<file path="config.mk">
export PLATFORM = sky130hd
export DESIGN_NAME = pwm_fade_sequencer_flat
export DESIGN_NICKNAME = d
export VERILOG_FILES = /design/src/rtl/pwm_fade_sequencer_if.sv /design/src/rtl/pwm_fade_sequencer.sv /design/src/flat_wrapper.sv
export SDC_FILE = /design/constraint.sdc
export NUM_CORES = 1
export LEC_CHECK = 0
export BUFFER_PORTS_ARGS = -buffer_cell sky130_fd_sc_hd__buf_4
export CORE_ASPECT_RATIO = 0.75
export CORE_UTILIZATION = 55
export DETAILED_ROUTE_END_ITERATION = 8
export PLACE_DENSITY = 0.84
export SYNTH_ARGS = -nofsm -noshare
export SYNTH_HDL_FRONTEND = slang
export SYNTH_SLANG_ARGS = --single-unit
</file>
<file path="constraint.sdc">
create_clock -name clk -period 8.73 [get_ports clk]
set_clock_uncertainty 0.15 [all_clocks]
set_input_delay 0.873 -clock clk [delete_from_list [all_inputs] [get_ports clk]]
set_output_delay 0.873 -clock clk [all_outputs]
set_load 0.05 [all_outputs]
</file>
<file path="src/rtl/pwm_fade_sequencer_if.sv">
// pwm_fade_sequencer_if
//   Configuration port for pwm_fade_sequencer: one {channel, target, step}
//   request per transfer, valid/ready handshake.
//   cfg_valid  : request valid (master -> slave)
//   cfg_ready  : slave can accept (slave -> master)
//   cfg_ch     : channel index
//   cfg_target : requested final duty in clk cycles per period
//   cfg_step   : duty increment per ramp step, 0 = jump straight to target
interface pwm_fade_sequencer_if #(
    parameter int unsigned N_CH = 4,
    parameter int unsigned CW   = 8
) ();
    localparam int unsigned CHW = (N_CH > 1) ? $clog2(N_CH) : 1;

    logic           cfg_valid;
    logic           cfg_ready;
    logic [CHW-1:0] cfg_ch;
    logic [CW-1:0]  cfg_target;
    logic [CW-1:0]  cfg_step;

    modport master (
        output cfg_valid, cfg_ch, cfg_target, cfg_step,
        input  cfg_ready
    );

    modport slave (
        input  cfg_valid, cfg_ch, cfg_target, cfg_step,
        output cfg_ready
    );
endinterface

</file>
<file path="src/rtl/pwm_fade_sequencer.sv">
// pwm_fade_sequencer
//   Multi-channel PWM generator. Each channel's duty walks toward a
//   configured target in fixed steps, updated only on period boundaries
//   every STEP_PERIODS periods, so a PWM period is never split.
//   clk         : clock
//   nrst_in     : asynchronous active-low reset
//   cfg         : configuration port (slave side of pwm_fade_sequencer_if)
//   pwm_out     : registered PWM outputs, one per channel
//   busy        : channel is ramping toward its target
//   period_tick : high on the last cycle of every PWM period
module pwm_fade_sequencer #(
    parameter int unsigned N_CH         = 4,
    parameter int unsigned CW           = 8,
    parameter int unsigned PERIOD       = 100,
    parameter int unsigned STEP_PERIODS = 4
) (
    input  logic                    clk,
    input  logic                    nrst_in,
    pwm_fade_sequencer_if.slave     cfg,
    output logic [N_CH-1:0]         pwm_out,
    output logic [N_CH-1:0]         busy,
    output logic                    period_tick
);
    localparam int unsigned CHW = (N_CH > 1) ? $clog2(N_CH) : 1;
    localparam int unsigned PW  = (STEP_PERIODS > 1) ? $clog2(STEP_PERIODS) : 1;

    typedef enum logic {IDLE, RAMP} ch_state_t;

    logic [CW-1:0] cnt;
    logic [PW-1:0] prescaler;
    logic          step_evt;
    logic          xfer;
    logic [CW-1:0] tgt_clamped;

    ch_state_t     state     [N_CH];
    logic [CW-1:0] duty      [N_CH];
    logic [CW-1:0] target    [N_CH];
    logic [CW-1:0] step      [N_CH];
    logic [CW:0]   diff      [N_CH];
    logic [CW-1:0] ramp_duty [N_CH];
    logic [N_CH-1:0] ramp_done;

    always_comb begin
        period_tick = (cnt == CW'(PERIOD - 1));
        step_evt    = period_tick && (prescaler == PW'(STEP_PERIODS - 1));
        xfer        = cfg.cfg_valid && cfg.cfg_ready;
        tgt_clamped = (cfg.cfg_target > CW'(PERIOD)) ? CW'(PERIOD) : cfg.cfg_target;
    end

    // Next duty for a ramping channel. When the remaining distance is no
    // more than one step the channel lands exactly on target, so the
    // add/subtract below can neither overshoot PERIOD nor underflow.
    always_comb begin
        for (int unsigned i = 0; i < N_CH; i++) begin
            diff[i] = ({1'b0, target[i]} >= {1'b0, duty[i]})
                    ? {1'b0, target[i]} - {1'b0, duty[i]}
                    : {1'b0, duty[i]} - {1'b0, target[i]};
            ramp_done[i] = (step[i] == '0) || (diff[i] <= {1'b0, step[i]});
            if (ramp_done[i])
                ramp_duty[i] = target[i];
            else if (target[i] > duty[i])
                ramp_duty[i] = duty[i] + step[i];
            else
                ramp_duty[i] = duty[i] - step[i];
        end
    end

    always_ff @(posedge clk or negedge nrst_in) begin
        if (!nrst_in) begin
            cnt           <= '0;
            prescaler     <= '0;
            cfg.cfg_ready <= 1'b0;
            pwm_out       <= '0;
            busy          <= '0;
            for (int unsigned i = 0; i < N_CH; i++) begin
                state[i]  <= IDLE;
                duty[i]   <= '0;
                target[i] <= '0;
                step[i]   <= '0;
            end
        end else begin
            cfg.cfg_ready <= 1'b1;
            cnt <= period_tick ? '0 : cnt + 1'b1;
            if (period_tick)
                prescaler <= (prescaler == PW'(STEP_PERIODS - 1)) ? '0 : prescaler + 1'b1;

            for (int unsigned i = 0; i < N_CH; i++) begin
                pwm_out[i] <= (cnt < duty[i]);

                if (step_evt && state[i] == RAMP) begin
                    duty[i] <= ramp_duty[i];
                    if (ramp_done[i]) begin
                        state[i] <= IDLE;
                        busy[i]  <= 1'b0;
                    end
                end

                // Placed after the step so a transfer on a step_evt edge
                // wins: the step used the old target/step, the new values
                // and RAMP state take effect for the next step_evt.
                if (xfer && cfg.cfg_ch == CHW'(i)) begin
                    target[i] <= tgt_clamped;
                    step[i]   <= cfg.cfg_step;
                    state[i]  <= RAMP;
                    busy[i]   <= 1'b1;
                end
            end
        end
    end
endmodule

</file>
<file path="src/flat_wrapper.sv">
// flat-port wrapper written by rule: the top's interface ports become plain ports
module pwm_fade_sequencer_flat 
#(
    parameter int unsigned N_CH         = 4,
    parameter int unsigned CW           = 8,
    parameter int unsigned PERIOD       = 100,
    parameter int unsigned STEP_PERIODS = 4
)
  (clk, nrst_in, pwm_out, busy, period_tick, cfg_cfg_valid, cfg_cfg_ch, cfg_cfg_target, cfg_cfg_step, cfg_cfg_ready);
  pwm_fade_sequencer_if #(.N_CH(N_CH), .CW(CW)) cfg_i ();
  input  logic clk;
  input  logic nrst_in;
  output logic [N_CH-1:0] pwm_out;
  output logic [N_CH-1:0] busy;
  output logic period_tick;
  input wire logic [$bits(cfg_i.cfg_valid)-1:0] cfg_cfg_valid;
  input wire logic [$bits(cfg_i.cfg_ch)-1:0] cfg_cfg_ch;
  input wire logic [$bits(cfg_i.cfg_target)-1:0] cfg_cfg_target;
  input wire logic [$bits(cfg_i.cfg_step)-1:0] cfg_cfg_step;
  output wire logic [$bits(cfg_i.cfg_ready)-1:0] cfg_cfg_ready;
  assign cfg_i.cfg_valid = cfg_cfg_valid;
  assign cfg_i.cfg_ch = cfg_cfg_ch;
  assign cfg_i.cfg_target = cfg_cfg_target;
  assign cfg_i.cfg_step = cfg_cfg_step;
  assign cfg_cfg_ready = cfg_i.cfg_ready;
  pwm_fade_sequencer #(.N_CH(N_CH), .CW(CW), .PERIOD(PERIOD), .STEP_PERIODS(STEP_PERIODS)) u_core (.clk(clk), .nrst_in(nrst_in), .cfg(cfg_i), .pwm_out(pwm_out), .busy(busy), .period_tick(period_tick));
endmodule
</file>
==> results.cfg <==
[status]
status = complete, no violations

[detailed_routing]
vias = 8988
wl_met2_um = 12640
routed.top_layer = met4
drt-met1-wl_um = 12740
routedWlPerCell_um = 19.11
drtIter0Drc = 996
wl_met3_um = 2259
final_antenna_net_count = 0
routed_wl_um = 28110
avgViaCountPerCell = 6.110
drtPass1Iterations = 5
drc = 0

[yosys]
synth.most_common_cell = ha_1
seq_area_frac_synth_pct = 27.00
syn_nets = 1380
avgSynthCellArea_um2 = 8.966
synth_warnings = 0
synth_top_area_cell = dfrtp_1
netlist_top_cells_count = ha_1, inv_1, dfrtp_1
syn_area_um2 = 10660
synth_edf_count = 0
synth.distinct_cells = 83
synthArstFlopShare_pct = 100.0
ys_top_cells_by_area = dfrtp_1, ha_1, xnor2_1, inv_1, a21o_1
synth_top_area_share_pct = 27.00
synth_ff_type = dfrtp_1
ys_seq_elements = 115
synthCells = 1189

[critical_path]
worst_path_largest_cell_delay_ns = 0.82
crit_arrival_ns = 5.25
critPathMaxFanout = 11
end_kind = register
rr_worst_depth = 19
worst_setup_path_start_kind = register
worstSetupPathType = register to register
cp_slowest_cell = o2111ai_1
required_ns = 8.86
crit_chain = inv_1 > ha_1 > nor2b_1 > o211a_1 > o21ai_1 > o2111ai_1 > a211oi_1 > a32oi_1 > o211ai_1 > xnor2_1 > ha_1 > a22oi_1 > o211ai_1 > a31oi_1 > nor3_1 > a2111o_4 > nand2_8 > mux2i_1 > o21ai_1

[timing]
worst_pin_slew_ns = 1.145
setup_violations = 0
setup_slack_ns = 3.612
post-route-min-period_ns = 5.118
tns_ns = 0
hold_viol_final = 0
rsz0062_at_grt = false
post-route-period-util_pct = 58.62
relSlewSlack_pct = 23.44
fmax_ghz = 0.1954
slew_violations = 0

[grt]
antenna_found_initial = 0
grt_use_total_pct = 29.49
grt_max_degree = 74
grt_overflow = 0
grt_pass1_vias = 8868
grt_pass1_wl_um = 45720

[power]
seqPwrFrac_pct = 22.2
powerDensity_nw_per_um2 = 254.3
swShare_pct = 41.24
clock_power_share_pct = 25.4
vdd_ir_drop_max_v = 0.0001366
p_comb_share_pct = 52.4
switchingPower_w = 0.001227
internal_power_w = 0.001749
p_leak_nw = 5.569

[floorplan]
initial_core_util_pct = 56.94
die_area_um2 = 19950
die_w_um = 162.8
coreArea_um2 = 18720
io_pins = 31
fp.dieH_um = 122.6
num_rows = 43

[clock_network]
hold_buffers = 0
clk_pin_slew_ns = 0.06
cts_tree = done
numCtsBuffers = 17
cts.repair.resized = 0
cts.sinks = 115
clock_tree.root_cell = clkbuf_16
cts_setup_buffers = 0
clk_latency_ns = 0.42
h-tree-depth = 4
clk_path_buf_depth = 2

[placed_design]
portBuffers = 30
place_area_um2 = 11070
globalplace.congestion = 0.9792
hpwl_um = 21340
dp_cells = 1437
dp_slack_ns = 3.780

[cells_and_area]
fin_util_pct = 62.52
drive_gt1_share_pct = 9.984
final_area_um2 = 11710
fill_cells = 1483
nets = 1400
fin_cells = 1471
area_growth_pct = 9.801

[min_path]
hold_class = input pin to async pin

[run]
cap_viol_max_count = 0
stage by stage:
step / hold slack (ns) / total power (W)
finish: 0.2865 / 0.002976
global route: 0.3216 / 0.003167
CTS: 0.3037 / 0.002948
detailed placement: 0.3487 / 0.002177
global placement: 0.3417 / 0.002129
floorplan: 0.3277 / 0.001866
layout make-up:
type | count | area, um2 | share of cell area (%)
diodes | 2 | 5.005 | 0.04276
clock buffers | 18 | 429.2 | 3.666
clock inverters | 14 | 202.7 | 1.732
inverters | 127 | 476.7 | 4.073
multi-input cells | 915 | 7157 | 61.14
flip-flops and latches | 115 | 2878 | 24.59
well taps | 247 | 309.0 | 2.640
repair buffers | 33 | 247.7 | 2.117
cells by family (layout without fill, tap and decap cells):
family	Yosys count	count (layout)	share of synthesized area, %
AOI/OAI and AO/OA	319	319	20.14
and+or+nand+nor	278	278	12.65
adders and majority gates	170	170	20.80
buffers and inverters	159	192	5.986
DFF	115	115	27.00
xor gates and xnor gates	80	80	6.702
muxes	67	67	6.690
other	1	3	0.03518
worst max-delay path: cells and delay by family, from the launching register on:
family | cells | cell delay [ns]
and+or+nand+nor | 3 | 0.41
DFF | 1 | 0.44
buffers and inverters | 1 | 0.11
xor gates and xnor gates | 1 | 0.19
adders and majority gates | 2 | 0.65
muxes | 1 | 0.19
AOI/OAI and AO/OA | 11 | 2.84
layer usage:
metal  up-vias  track usage (%)
met5         -                0
li1       4262                -
met4         0            8.762
met1      4331            40.39
met2       351            47.02
met3        44            6.016
sequential cells by signal (all words and copies together) (netlist names), 2 cells and up:
signal	flops
u_core.duty	32
u_core.step	32
u_core.target	32
u_core.cnt	8
u_core.pwm_out	4
u_core.busy	2
u_core.prescaler	2
u_core.state	2
power groups by stage:
stage / combinational, W / clock, W / sequential [W]
after floorplan: 0.00122 / 0 / 0.000644
after global placement: 0.00147 / 0 / 0.000663
after detailed placement: 0.00151 / 0 / 0.000666
after CTS: 0.00153 / 0.000755 / 0.000658
after global routing: 0.00172 / 0.000778 / 0.000668
final: 0.00156 / 0.000756 / 0.000661
worst paths after layout:
check	startpoint	endpoint	slack, ns
worst max register to register	u_core.target[25]	u_core.duty[26]	3.61
min in group clk	u_core.step[3]	u_core.step[3]	0.36
worst min register to register	u_core.step[3]	u_core.step[3]	0.36
worst min-delay path	nrst_in	u_core.duty[10]	0.29
worst max-delay path	u_core.target[25]	u_core.duty[26]	3.61
max in group asynchronous	nrst_in	u_core.target[23]	6.79
cells in the final DEF, fill, tap and decap left out, types with 19 or more instances in the layout:
master	synthesis	routed
ha_1	158	158
inv_1	127	127
dfrtp_1	115	115
nand2_1	99	99
o21ai_0	64	64
a21o_1	58	58
xnor2_1	58	58
nor2_1	55	55
a21oi_1	49	49
mux2_2	34	34
mux2i_1	33	33
buf_4	4	33
a31oi_1	25	25
nand3_1	22	22
nor2b_1	21	21
xor2_1	21	21
nand4_1	19	19
(Power assumes the default switching activity.)
